==> src/rtl/module_bcd_secuencial.sv <==
// Sequential signed binary-to-BCD converter (double dabble, one bit per clock).
// The magnitude of the two's-complement input is converted into a five-digit BCD
// accumulator. The four displayed digits, sign and overflow are registered and
// change only when a conversion finishes, so the display never sees partial digits.
module module_bcd_secuencial #(
  parameter int unsigned WIDTH    = 16,
  parameter bit          SATURATE = 1'b1
) (
  input  logic             clk,
  input  logic             rst,
  input  logic             start,
  input  logic [WIDTH-1:0] numero_input,
  output logic [3:0]       unidades_output,
  output logic [3:0]       decenas_output,
  output logic [3:0]       centenas_output,
  output logic [3:0]       millares_output,
  output logic             signo,
  output logic             overflow,
  output logic             busy,
  output logic             listo
);

  localparam int unsigned CntW = $clog2(WIDTH + 1);

  typedef enum logic [1:0] {StIdle, StShift, StFin} state_e;

  state_e           state_q, state_d;
  logic [WIDTH-1:0] mag_q, mag_d;
  logic [19:0]      bcd_q, bcd_d;
  logic [CntW-1:0]  cnt_q, cnt_d;
  logic             lost_q, lost_d;     // a set bit fell off the top of the accumulator
  logic             sign_int_q, sign_int_d;
  logic [15:0]      digits_q, digits_d;
  logic             signo_q, signo_d;
  logic             ovf_q, ovf_d;
  logic             busy_q, busy_d;
  logic             listo_q, listo_d;

  logic [19:0]      bcd_adj;
  logic [CntW-1:0]  cnt_inc;
  logic             ovf_now;

  // Add-3 correction: every nibble >= 5 is bumped before the shift.
  always_comb begin
    bcd_adj = bcd_q;
    for (int i = 0; i < 5; i++) begin
      if (bcd_q[4*i +: 4] >= 4'd5) begin
        bcd_adj[4*i +: 4] = bcd_q[4*i +: 4] + 4'd3;
      end
    end
  end

  assign cnt_inc = cnt_q + CntW'(1);

  // Next-state and datapath control.
  always_comb begin
    state_d    = state_q;
    mag_d      = mag_q;
    bcd_d      = bcd_q;
    cnt_d      = cnt_q;
    lost_d     = lost_q;
    sign_int_d = sign_int_q;
    digits_d   = digits_q;
    signo_d    = signo_q;
    ovf_d      = ovf_q;
    busy_d     = busy_q;
    listo_d    = 1'b0;
    ovf_now    = lost_q | (bcd_q[19:16] != 4'd0);
    unique case (state_q)
      StIdle: begin
        if (start) begin
          sign_int_d = numero_input[WIDTH-1];
          // Most negative value maps to its true magnitude as an unsigned word.
          mag_d      = numero_input[WIDTH-1] ?
                       (~numero_input + {{(WIDTH-1){1'b0}}, 1'b1}) : numero_input;
          bcd_d      = '0;
          cnt_d      = '0;
          lost_d     = 1'b0;
          busy_d     = 1'b1;
          state_d    = StShift;
        end
      end
      StShift: begin
        {bcd_d, mag_d} = {bcd_adj[18:0], mag_q, 1'b0};
        lost_d         = lost_q | bcd_adj[19];
        cnt_d          = cnt_inc;
        if (cnt_inc == CntW'(WIDTH)) begin
          state_d = StFin;
        end
      end
      StFin: begin
        ovf_d    = ovf_now;
        digits_d = (ovf_now && SATURATE) ? 16'h9999 : bcd_q[15:0];
        signo_d  = sign_int_q;
        busy_d   = 1'b0;
        listo_d  = 1'b1;
        state_d  = StIdle;
      end
      default: state_d = StIdle;
    endcase
  end

  // State and output registers; reset aborts any conversion in flight.
  always_ff @(posedge clk or posedge rst) begin
    if (rst) begin
      state_q    <= StIdle;
      mag_q      <= '0;
      bcd_q      <= '0;
      cnt_q      <= '0;
      lost_q     <= 1'b0;
      sign_int_q <= 1'b0;
      digits_q   <= '0;
      signo_q    <= 1'b0;
      ovf_q      <= 1'b0;
      busy_q     <= 1'b0;
      listo_q    <= 1'b0;
    end else begin
      state_q    <= state_d;
      mag_q      <= mag_d;
      bcd_q      <= bcd_d;
      cnt_q      <= cnt_d;
      lost_q     <= lost_d;
      sign_int_q <= sign_int_d;
      digits_q   <= digits_d;
      signo_q    <= signo_d;
      ovf_q      <= ovf_d;
      busy_q     <= busy_d;
      listo_q    <= listo_d;
    end
  end

  assign millares_output = digits_q[15:12];
  assign centenas_output = digits_q[11:8];
  assign decenas_output  = digits_q[7:4];
  assign unidades_output = digits_q[3:0];
  assign signo           = signo_q;
  assign overflow        = ovf_q;
  assign busy            = busy_q;
  assign listo           = listo_q;

endmodule

==> config.mk <==
export PLATFORM = sky130hd
export DESIGN_NAME = module_bcd_secuencial
export DESIGN_NICKNAME = d
export VERILOG_FILES = /design/src/rtl/module_bcd_secuencial.sv
export SDC_FILE = /design/constraint.sdc
export NUM_CORES = 1
export LEC_CHECK = 0
export ABC_AREA = 1
export CAP_MARGIN = 20
export CORE_MARGIN = 2
export CORE_UTILIZATION = 40
export CTS_CLUSTER_SIZE = 10
export DETAILED_ROUTE_END_ITERATION = 6
export PLACE_DENSITY = 0.58
export SLEW_MARGIN = 20
export SYNTH_ARGS = -nofsm -noshare
export SYNTH_HDL_FRONTEND = slang
export SYNTH_SLANG_ARGS = --single-unit
==> constraint.sdc <==
create_clock -name clk -period 2 [get_ports clk]
set_clock_uncertainty 0.05 [all_clocks]
set_input_delay 0.4 -clock clk [delete_from_list [all_inputs] [get_ports clk]]
set_output_delay 0.4 -clock clk [all_outputs]
set_load 0.05 [all_outputs]
==> results summary <==
The number of H-tree levels came out at 3. The area added between synthesis and finish came out at 20.7%. The final net count is 482. The type of the most critical hold path is in2async. Clock tree synthesis selected as its root buffer the cell clkbuf_8. The aggregate negative setup slack is 0 ps.

The area of the mapped netlist came out at 0.00340 mm^2. The average wire per cell in the routed design is 12.5 um. The count of pins over their slew limit is 0. The number of enable flip-flop cells after synthesis came out at 0. The count of clock tree sinks is 65. The post-synthesis sequential element count is 65.

The clock network accounts for between 15 and 20% of the total power. The slowest cell on the critical path is clkdlybuf4s50_1. The reg-to-reg critical path startpoint is bcd_q[8].

Walking the worst path, the cells encountered are clkdlybuf4s50_1. On the worst path, the slowest cell contributes a delay of 810 ps. The post-route fraction of the period consumed by the critical path is between 90 and 100%.

The headroom to the max-slew limit came out at approximately 66%. The clock-pin slew on the worst setup and hold paths came out at 70 ps. The leakage dissipation came out at 0.00203 uW. In this run the tool buffered the top-level ports with 38 buffer cells. The DRC violation total after the first TritonRoute iteration is 101. Grouping stages by cell kind, the critical path spends the most delay in buffers and inverters. Global routing consumed, over all layers together, 17.0% of the routing resources. For the pin with the worst max-slew slack, the measured transition is 511 ps. The detailed-route vias per instance is just under 5. Max-cap violations in this run came to 0. The post-layout instance count excluding filler cells came out at 558. Synthesis instantiated 27 different standard cells from the library. The floorplan step set the die width to 96.2 um. The final core utilization came out at between 40% and 50%. Together, buffers and inverters on the worst path number 1. Cell internal power was estimated by the tool at 3350 uW. The antenna violation net count after detailed routing came out at 0. By area the synthesized netlist is led by dfrtp_1 (48%), nand2_1 (9.0%), nor2_1 (5.1%). The die outline area came out at 0.00926 mm^2. The number of top-level design ports is 39. Counting every net in the synthesized netlist gives about 440. The data arrival at the endpoint of the critical path is 1490 ps. Summed over all nets, the switching power comes to between 2000 and 3000 uW. VDD sags by at most 0.393 mV. The worst setup path is captured at an output pin.

The highest attainable clock frequency came out at 0.517 GHz. The gate count after technology mapping is 406. The instance count after placement with tap cells included came out at 544. The flow ran to the end, and the final reports show no timing, DRC or antenna violations. Yosys printed 0 warnings.

The total DRC errors in the routed layout came out at 0. Counting flops with an async set or reset pin after synthesis yields a share of 100%. The number of hold-slack violations in the final timing report is 0. The maximum number of pins on one net before global-route repair came out at 27. In this run, CTS created clock tree buffers numbering 9. The number of global-route vias before repair came out at 2618. Setup violations remaining at the end of the flow were counted as 0. Setup repair after global routing left no endpoint under its margin. For this run the aggregate overflow at the end of global routing stands at 0.

Among all flip-flop cells after synthesis, the most frequent one is dfrtp_1. The die height is 96.2 um. In this run, flip-flops and latches consume 37.0% of the power. The worst setup path is launched from a flop. The critical path in this run is classified as reg2out. The initial standard-cell utilization of the core is between 40% and 50%. The final critical delay including setup and external delays came out at 1940 ps. The beginning of the critical path is digits_q[9]. The routability congestion estimate from global placement came out at 0.838. The sum of internal, switching and leakage power is 5850 uW. The biggest fanout along the worst timing path came out at 2. The share of post-route cells with drive strength above 1 is a little under a tenth.

The first-pass detailed-route iteration total is 4. The required time of the worst setup path came out at approximately 1600 ps. The tightest hold margin is 376 ps. dfrtp_1 takes more of the synthesized area than any other cell. The number of antenna violations at the first check in global routing is 0. The logic depth of the worst register-to-register path came out at 8.

TritonCTS built the clock tree. The share of synthesized area occupied by flip-flops and latches came out at 47.8%. The total area inside the core boundary comes to 0.00822 mm^2. The commonest cells after synthesis are nand2_1 (82), dfrtp_1 (65), nor2_1 (46). The number of placement rows is 33.

Once detailed placement completed, the half-perimeter wirelength came to 5100 um. The worst-case clock buffer depth came out at 2. The clock latency reported for the late side of the worst-skew pair is 330 ps. The switching share of power came out at 42.8%. Of the post-synthesis cell area, the dominant cell type holds about 48%. The part of the total power dissipated in combinational logic came out at between 40% and 50%. The number of logic stages on the critical path including buffering is 1.

The number of antenna diodes in the final layout is 0. The wire length of the first global-routing pass came out at 12100 um. The total length of routed wires is 6950 um. nand2_1 is the most common cell in the netlist. The mean area per synthesized cell came out at 8.38 um^2.

In this run the power density over the cells is 1430 mW/mm^2. Across all layers, the routed design uses approximately 2800 vias.
==> power by group through the flow <==
stage,Clock (uW),Combinational [uW],Sequential (uW)
final,892,2800,2160
after global placement,0,2760,2180
after CTS,920,2840,2160
after floorplan,0,1970,2360
after global routing,983,3210,2240
after detailed placement,0,2830,2190
==> cell usage in the layout, fill, tap and decap left out, drive strengths merged, types with 5 or more instances in the layout <==
cell type	synthesis	final
a21oi	17	17
a22oi	13	13
buf	11	8
clkbuf	1	9
clkdlybuf4s50	0	32
clkinv	0	5
dfrtp	65	65
dlymetal6s2s	0	5
ha	13	13
inv	49	48
nand2	82	82
nand3	24	24
nor2	51	51
o211ai	8	8
o21ai	52	52
o22ai	7	7
xor2	8	8
==> worst reg2reg max path: stages, from the launching register on <==
cell and delay (ps):
dfrtp_1 420, inv_1 120, ha_1 220, inv_1 70
nor2_1 50, o21ai_0 350, nand2_1 90, o211ai_1 110
o21ai_2 70
==> registers in the layout, summed over array words and instances, names as in the netlist <==
register,flops
sign_int_q,1
lost_q,1
cnt_q,5
overflow,1
busy,1
state_q,2
signo,1
bcd_q,20
listo,1
digits_q,16
mag_q,16
==> cell families after synthesis <==
kind of cell	Yosys count	share of synthesized area, %
AO/OA/AOI/OAI	101	18.1
flip-flops	65	47.8
adder cells (fa/ha/maj)	13	4.78
buffers and inverters	61	7.58
XOR/XNOR	9	2.32
AND/OR/NAND/NOR	157	19.4
==> per-stage QoR <==
step / setup WS, ps / cell area, um^2
2_1_floorplan: 553 / 3410
3_3_place_gp: 63.8 / 3940
3_5_place_dp: 16.0 / 3940
4_1_cts: 16.5 / 4090
5_1_grt: 8.89 / 4110
6_report: 64.4 / 4110
==> path summary, 6_finish.rpt <==
| kind | endpoint | slack, ps |
|---|---|---|
| max | centenas_output[1] | 60 |
| min in group clk | busy | 420 |
| min reg2reg | busy | 420 |
| max reg2reg | bcd_q[10] | 340 |
| min | digits_q[13] | 380 |
| max in group asynchronous | mag_q[9] | 1060 |
==> layer usage <==
metal	track usage (%)	up-vias	part of all wire, %
met4	7.74	0	1.6
met5	0	-	0
met2	28.0	48	46
met1	22.1	1275	48
met3	2.51	9	3.7
li1	-	1433	-
==> layout make-up <==
| cell class | count | area [um^2] |
|---|---|---|
| inverters | 49 | 188 |
| clock buffers | 9 | 124 |
| fillers | 811 | 4110 |
| flip-flops and latches | 65 | 1630 |
| well taps | 105 | 131 |
| clock inverters | 5 | 25.0 |
| multi-input cells | 280 | 1520 |
| repair buffers | 45 | 493 |
==> timing repair <==
item	4_1_cts	5_1_grt
setup endpoints to repair	0	5
gates resized for setup	0	5
buffers inserted	0	0
hold buffers	0	0
(Power assumes the default switching activity.)
